**src/rtl/cp0_pkg.sv**
```systemverilog
// Shared CP0 definitions: register numbers, exception codes, SR field layout and defaults.
package cp0_pkg;

  localparam logic [4:0] CP0_REG_BADVADDR = 5'd8;
  localparam logic [4:0] CP0_REG_SR       = 5'd12;
  localparam logic [4:0] CP0_REG_CAUSE    = 5'd13;
  localparam logic [4:0] CP0_REG_EPC      = 5'd14;
  localparam logic [4:0] CP0_REG_PRID     = 5'd15;

  localparam logic [4:0] EXC_INT  = 5'd0;
  localparam logic [4:0] EXC_ADEL = 5'd4;
  localparam logic [4:0] EXC_ADES = 5'd5;
  localparam logic [4:0] EXC_RI   = 5'd10;
  localparam logic [4:0] EXC_OV   = 5'd12;

  localparam logic [31:0] HANDLER_ADDR_DEFAULT = 32'h0000_4180;
  localparam logic [31:0] PRID_VALUE_DEFAULT   = 32'h2019_1116;

  typedef struct packed {
    logic [5:0] im;
    logic       exl;
    logic       ie;
  } sr_t;

  function automatic logic is_addr_err(input logic [4:0] code);
    return (code == EXC_ADEL) || (code == EXC_ADES);
  endfunction

endpackage

```
**src/rtl/cp0_exc_arbiter.sv**
```systemverilog
// Combinational arbitration between pending interrupts and the committing
// instruction's synchronous exception; interrupts take priority.
module cp0_exc_arbiter
  import cp0_pkg::*;
(
  input  logic [5:0] sr_im,
  input  logic       sr_exl,
  input  logic       sr_ie,
  input  logic [5:0] cause_ip,
  input  logic [4:0] exc_code_in,
  output logic       int_pend,
  output logic       exc_pend,
  output logic       exc_req,
  output logic [4:0] sel_code,
  output logic       capture_badvaddr
);

  always_comb begin
    int_pend         = (|(cause_ip & sr_im)) & sr_ie & ~sr_exl;
    exc_pend         = (exc_code_in != EXC_INT) & ~sr_exl;
    exc_req          = int_pend | exc_pend;
    sel_code         = int_pend ? EXC_INT : exc_code_in;
    capture_badvaddr = exc_pend & ~int_pend & is_addr_err(exc_code_in);
  end

endmodule

```
**src/rtl/cp0_exc_unit.sv**
```systemverilog
// CP0 exception/interrupt unit: SR, Cause, EPC, PRId and optional BadVAddr.
// Define CP0_BADVADDR_EN to add the BadVAddr register (reg 8).
module cp0_exc_unit
  import cp0_pkg::*;
#(
  parameter logic [31:0] HANDLER_ADDR = HANDLER_ADDR_DEFAULT,
  parameter logic [31:0] PRID_VALUE   = PRID_VALUE_DEFAULT
) (
  input  logic        clk,
  input  logic        reset,
  input  logic [31:0] PCIn,
  input  logic        BDIn,
  input  logic [4:0]  ExcCodeIn,
  input  logic [5:0]  HWInt,
  input  logic        CP0We,
  input  logic [4:0]  CP0Addr,
  input  logic [31:0] CP0WData,
  input  logic        EretIn,
  input  logic [31:0] BadVAddrIn,
  output logic [31:0] CP0RData,
  output logic        ExcReq,
  output logic [31:0] HandlerAddr,
  output logic [31:0] EPCOut
);

  sr_t         sr;
  logic        cause_bd;
  logic [5:0]  cause_ip;
  logic [4:0]  cause_exc;
  logic [31:0] epc;

  logic        int_pend;
  logic        exc_pend;
  logic        exc_req;
  logic [4:0]  sel_code;
  logic        capture_badvaddr;
  logic [31:0] pc_aligned;
  logic [31:0] epc_next;

  cp0_exc_arbiter u_arb (
    .sr_im            (sr.im),
    .sr_exl           (sr.exl),
    .sr_ie            (sr.ie),
    .cause_ip         (cause_ip),
    .exc_code_in      (ExcCodeIn),
    .int_pend         (int_pend),
    .exc_pend         (exc_pend),
    .exc_req          (exc_req),
    .sel_code         (sel_code),
    .capture_badvaddr (capture_badvaddr)
  );

  // A delay-slot instruction restarts at its branch, one word earlier.
  always_comb begin
    pc_aligned = {PCIn[31:2], 2'b00};
    epc_next   = BDIn ? (pc_aligned - 32'd4) : pc_aligned;
  end

  always_ff @(posedge clk) begin
    if (reset) begin
      sr        <= '0;
      cause_bd  <= 1'b0;
      cause_ip  <= '0;
      cause_exc <= '0;
      epc       <= '0;
    end else begin
      cause_ip <= HWInt;
      if (exc_req) begin
        sr.exl    <= 1'b1;
        cause_exc <= sel_code;
        cause_bd  <= BDIn;
        epc       <= epc_next;
      end else begin
        if (CP0We && (CP0Addr == CP0_REG_SR)) begin
          sr.im  <= CP0WData[15:10];
          sr.exl <= CP0WData[1];
          sr.ie  <= CP0WData[0];
        end
        if (CP0We && (CP0Addr == CP0_REG_EPC))
          epc <= CP0WData;
        // Placed after the SR write so eret overrides an mtc0 EXL set.
        if (EretIn)
          sr.exl <= 1'b0;
      end
    end
  end

`ifdef CP0_BADVADDR_EN
  logic [31:0] badvaddr;

  always_ff @(posedge clk) begin
    if (reset)
      badvaddr <= '0;
    else if (exc_req && capture_badvaddr)
      badvaddr <= BadVAddrIn;
  end
`else
  logic [31:0] badvaddr;
  logic        unused_badvaddr;

  assign badvaddr        = '0;
  assign unused_badvaddr = ^{BadVAddrIn, capture_badvaddr};
`endif

  logic unused_misc;
  assign unused_misc = ^{PCIn[1:0], exc_pend};

  always_comb begin
    CP0RData = '0;
    case (CP0Addr)
      CP0_REG_BADVADDR: CP0RData = badvaddr;
      CP0_REG_SR:       CP0RData = {16'b0, sr.im, 8'b0, sr.exl, sr.ie};
      CP0_REG_CAUSE:    CP0RData = {cause_bd, 15'b0, cause_ip, 3'b0, cause_exc, 2'b0};
      CP0_REG_EPC:      CP0RData = epc;
      CP0_REG_PRID:     CP0RData = PRID_VALUE;
      default:          CP0RData = '0;
    endcase
  end

  assign ExcReq      = exc_req;
  assign HandlerAddr = HANDLER_ADDR;
  assign EPCOut      = epc;

endmodule

```
**config.mk**
```make
export PLATFORM = sky130hd
export DESIGN_NAME = cp0_exc_unit
export DESIGN_NICKNAME = d
export VERILOG_FILES = /design/src/rtl/cp0_pkg.sv /design/src/rtl/cp0_exc_arbiter.sv /design/src/rtl/cp0_exc_unit.sv
export SDC_FILE = /design/constraint.sdc
export NUM_CORES = 1
export LEC_CHECK = 0
export CAP_MARGIN = 5
export CORE_ASPECT_RATIO = 0.75
export CORE_MARGIN = 2
export CORE_UTILIZATION = 34
export DETAILED_ROUTE_END_ITERATION = 12
export PLACE_DENSITY = 0.79
export SYNTH_ARGS = -nofsm -noshare
export SYNTH_HDL_FRONTEND = slang
export SYNTH_SLANG_ARGS = --single-unit
export TNS_END_PERCENT = 100
```
**constraint.sdc**
```tcl
create_clock -name clk -period 3 [get_ports clk]
set_clock_uncertainty 0.15 [all_clocks]
set_input_delay 0.9 -clock clk [delete_from_list [all_inputs] [get_ports clk]]
set_output_delay 0.9 -clock clk [all_outputs]
set_load 0.02 [all_outputs]
```
# Yosys cells after proc, flatten, opt, wreduce, memory -nomap -nowiden
# Cells that the tools add are included.
[op_classes] n_div=0 n_addsub=1 bitwise_logic=7 eq_ne=4 n_reduce_logical=7 magnitude_cmp=0 mul=0 shift=0 mux=8
[ops] op="$pmux W32 S4" count=1
[ops] op="$mux W32" count=3
[ops] op="$sub A32 B3 Y32 const B" count=1
[ops] op="$eq A5 B4 Y1 const B" count=4
[ops] op="$and A6 B6 Y6" count=1
[ops] op="$reduce_or A6 Y1" count=1
[ops] op="$mux W5" count=1
[ops] op="$reduce_bool A5 Y1" count=1
[ops] op="$and A1 B1 Y1" count=3
[ops] op="$reduce_bool A3 Y1" count=1
[ops] op="$logic_and A1 B1 Y1" count=2
[ops] op="$mux W1" count=2
[ops] op="$mux W2" count=1
[ops] op="$not A1 Y1" count=2
[ops] op="$reduce_and A2 Y1" count=1
[ops] op="$reduce_bool A2 Y1" count=1
[ops] op="$or A1 B1 Y1" count=1
[totals] rom_bits=0 latchBits=0 in_bits=117 word_cells=34 out_inout_bits=97 ff_bits=52 mem_bits_rw=0 mem_count=0

# Logic depth before layout (Yosys ltp)
# Gate-level depths: netlist (run 1).
[logic_depth] ltp_word=7 mapped_depth=8 mapped_depth_nobuf=7

# Hierarchy
# A second synthesis (run 1) with hierarchy kept.
[unflattened] hier_cells=467 hier_area_um2=3719.8
[modules_own_cells] module="cp0_exc_unit" cells_per_inst=452 area_per_inst_um2=3590.9 n_inst=1 seq_area_each_um2=1041.0
[modules_own_cells] module="cp0_exc_arbiter" cells_per_inst=15 area_per_inst_um2=128.9 n_inst=1 seq_area_each_um2=0.0

# Least setup slack after synthesis (run 1)
# No wires, ideal clock.
[synth_path] path_kind="input port to output port" startpoint="input ExcCodeIn[3]" endpoint="output ExcReq" arrival_ns=2.158 slack_ns=-0.208 t_required_ns=1.950 cell_stages=6 n_path_buf=2 path_cell_list="or4_1 -> o21ai_0 -> and2_1 -> buf_2 -> inv_2 -> clkbuf_1"
[synth_via] elab_chain_len=3
[synth_lines] element="start: declaration" line="cp0_exc_unit.sv:13" source="input logic [4:0] ExcCodeIn,"
[synth_lines] element="$reduce_bool A5 Y1" line="cp0_exc_arbiter.sv:20" source="exc_pend = (exc_code_in != EXC_INT) & ~sr_exl;"
[synth_lines] element="$and A1 B1 Y1" line="cp0_exc_arbiter.sv:20"
[synth_lines] element="$or A1 B1 Y1" line="cp0_exc_arbiter.sv:21" source="exc_req = int_pend | exc_pend;"
[synth_lines] element="end: declaration" line="cp0_exc_unit.sv:21" source="output logic ExcReq,"
# Every way passes these cells.

# Worst setup path in the final report (run 1)
[layout_path] startpoint="input ExcCodeIn[2]" endpoint="output ExcReq"
# Same word-level chain as after synthesis.

==> results by group, run 1 <==
Clocking
  – Num CTS Buffers: 5
  – Clock sinks: between 50 and 60
  – CTS tree: yes
  – Clock transition at path regs: approximately 0.07 ns
  – CTS Hold Bufs: 0
  – CTS max path bufs: 2
  – Clk_lat worst skew: 0.28 ns
  – H-tree levels: 2
  – Root Buffer: clkbuf_16

STA
  – Unrepaired setup endpoints after global routing: true
  – Endpoints failing setup: 1
  – Max Freq: ~0.32 GHz
  – Tcrit/Tclk final: 1.03
  – Fin. Hold Viols: 0
  – Post-route minimum period: about 3 ns
  – Worst slew margin relative to its limit: 0.595
  – Max-slew violations: 0
  – Setup ws final: -0.0788 ns
  – Slew @ Worst Pin: between 0.6 and 0.7 ns

Routing
  – Starting DRT DRC Count: 170
  – Pre-antenna DRT Iters: 4
  – Routed Antenna Nets: 0
  – Post-Route WL: 12900 µm
  – DR vias/cell: about 5.1
  – Vias: between 3000 and 4000
  – DRC: 0
  – Drt wl/cell: between 15 and 20 µm

Floorplan
  – Row cnt: 32
  – Die height: 92.0 µm
  – Placeable Area: slightly above 10000 µm²
  – I/O pins: approximately 210
  – Die W: around 120 µm
  – Initial core utilization: 0.345
  – Die area: roughly 11000 µm²

Synth
  – Post-Syn Area: around 3500 µm²
  – Mean Syn Cell Area: between 8 and 9 µm²
  – YS warnings: 0
  – Gate Count Post-Synth: 421
  – Synth Flop Type: dfxtp_1
  – Synth unique cells: 51
  – Number of synthesized flops with an enable pin: 0
  – Ys async rst share: 0
  – Synth Register Bits: 52
  – Seq/Total Area, Yosys: 0.297

Place
  – Dpl ws: -0.911 ns
  – Dpl cell area: approximately 5500 µm²
  – Placer congestion estimate: between 0.9 and 1
  – IO Port Bufs: 147
  – Dpl hpwl: around 10000 µm

Layout
  – Fillers: a little under 1000
  – Design area: between 5000 and 6000 µm²
  – Final net count: about 730
  – Final Core Density: 0.566
  – Area growth, synth to finish: 64.1%
  – Diode count: 0
  – Layout cells sized above 1: 0.268

Min path
  – Worst hold path depth: 2
  – Worst min-delay path category: reg -> reg
  – Hold Path End: cause_bd
  – Hold path start: cause_bd

GRT
  – Vias in the first global route: 3847
  – GRT Util Overall: 0.227
  – Gr ovfl total: 0
  – Largest net degree at the start of global routing: 34
  – Global-route wire length before repair: 20000 µm
  – Antenna violations before repair: 0

Power and ir drop
  – Leak: roughly 2.5 nW
  – Cell Pwr Density: around 340 nW/µm²
  – Total power: 1.98 mW
  – Peak VDD IR: 0.231 mV

Outcome
  – Failing checks: negative setup slack
  – Status: finished with violations

Setup path
  – Worst-path cell chain: buf_6 > or4_4 > o21ai_2 > and2_4 > inv_4 > buf_6
  – CP Class: in -> out
  – CP max FO: 2
  – Most common cell on crit path: buf_6
  – Setup slack, reg-to-reg: ~0.6 ns
  – Worst EP arrival: between 2 and 2.5 ns
  – CP top delay family: simple AND/OR/NAND/NOR gates
  – CP Capture Type: primary output
  – Required @ worst endpoint: 1.95 ns
  – Worst Reg-to-Reg Cells: 8
  – Max incr delay on CP: between 0.5 and 0.6 ns
  – CP max stage cell: or4_4
  – R2R Path Start: sr[6]
  – Crit path buffers/inverters: 3
  – Critical Path Source Type: primary input
  – R2r endpoint: EPCOut[29]

Job
  – Max Cap Viol: 0
## metal layers
| metal | wire (µm) | track usage | vias up |
|---|---|---|---|
| met1 | 5830 | 0.306 | 1814 |
| met2 | 6010 | 0.378 | 150 |
| met4 | 235 | 0.0469 | 0 |
| met5 | 0 | 0 | - |
| li1 | - | - | 1837 |
| met3 | 855 | 0.0448 | 20 |
## worst max path at each step
| stage | start | end | cells past startpoint |
|---|---|---|---|
| floorplan | ExcCodeIn[3] | ExcReq | 6 |
| global placement | ExcCodeIn[3] | ExcReq | 6 |
| detailed placement | ExcCodeIn[3] | ExcReq | 6 |
| global route | ExcCodeIn[2] | ExcReq | 6 |
| finish | ExcCodeIn[2] | ExcReq | 6 |
| CTS | ExcCodeIn[0] | ExcReq | 6 |
## cells by family after synthesis
| logic type | after synthesis | share of synthesized area |
|---|---|---|
| fa+ha+maj | 1 | 0.00357 |
| other cells | 2 | 0.00214 |
| xor+xnor | 24 | 0.0599 |
| flops | 52 | 0.297 |
| simple gates | 153 | 0.240 |
| compound gates | 75 | 0.151 |
| buf+inv | 67 | 0.108 |
| mux | 47 | 0.138 |
## placed cells by master (no fill, tap or decap), types with 4 or more instances in the layout
cell,n
nand2_1,11
nor4_1,8
mux2_2,10
a21oi_1,16
a22o_1,8
nor2b_1,7
nor3_1,11
a21oi_2,4
xnor2_1,20
and3_1,10
a21o_1,10
buf_6,16
nor2_1,55
buf_4,65
a22oi_1,4
inv_1,7
a211oi_1,17
o21ai_0,4
clkbuf_16,5
dfxtp_1,52
or4_1,8
buf_12,6
mux2i_1,37
clkdlybuf4s50_1,102
buf_2,16
conb_1,32
xor2_1,4
nor4_2,5
## sequential cells by signal (all words and copies together), names as in the netlist
signal / count
EPCOut: 32
cause_bd: 1
cause_exc: 5
cause_ip: 6
sr: 8
## synth_stat cells, types with 6 or more instances
master / count / share of area
buf_2: 6 / 0.0086
nor2_1: 57 / 0.061
buf_4: 32 / 0.068
nor3_1: 13 / 0.019
dfxtp_1: 52 / 0.30
inv_1: 7 / 0.0075
a211oi_1: 17 / 0.036
mux2i_1: 37 / 0.11
clkbuf_1: 21 / 0.022
mux2_2: 10 / 0.032
and3_1: 13 / 0.023
a22o_1: 8 / 0.020
a21oi_1: 18 / 0.026
nor4_1: 11 / 0.020
or4_1: 9 / 0.019
nor2b_1: 9 / 0.016
a21o_1: 10 / 0.021
xnor2_1: 20 / 0.050
nand2_1: 12 / 0.013
## worst min-delay path, stage by stage, from the launching register on
cell	delay, ns
dfxtp_1	0.31
nand2_1	0.05
a21oi_1	0.05
## where the power goes
group          switching, mW  total, mW  internal, mW
sequential            0.0418      0.783         0.741
combinational          0.310      0.620         0.310
clock                  0.248      0.578         0.329
total                  0.600       1.98          1.38
## stage by stage
stage	TNS, ns	cells	hold WS [ns]
after floorplan	-0.0591	451	0.286
after global placement	-25.03	738	0.309
after detailed placement	-28.06	738	0.308
after CTS	-0.0956	750	0.317
after global routing	-0.104	751	0.351
final	-0.0788	751	0.313
## area by class of cell
type,instances,area [µm²],share of cell area
Multi-Input combinational cell,332,2330,0.404
Timing Repair Buffer,216,2040,0.354
Sequential cell,52,1040,0.181
Tap cell,136,170,0.0296
Clock buffer,6,139,0.0241
Inverter,8,32.5,0.00565
Clock inverter,1,8.76,0.00152
## repair_timing
action | 4_1_cts | 5_1_grt
buffers inserted | 2 | 1
gates cloned | 3 | 0
setup endpoints to repair | 34 | 17
pin swaps | 6 | 4
resized for setup | 208 | 20
(Power assumes the default switching activity.)
==> inputs of run 2 (changes only) <==
CAP_MARGIN = 20   (was 5)
==> results of run 2 <==
Same layout as run 1: the final DEF is identical, and so are final timing and power.
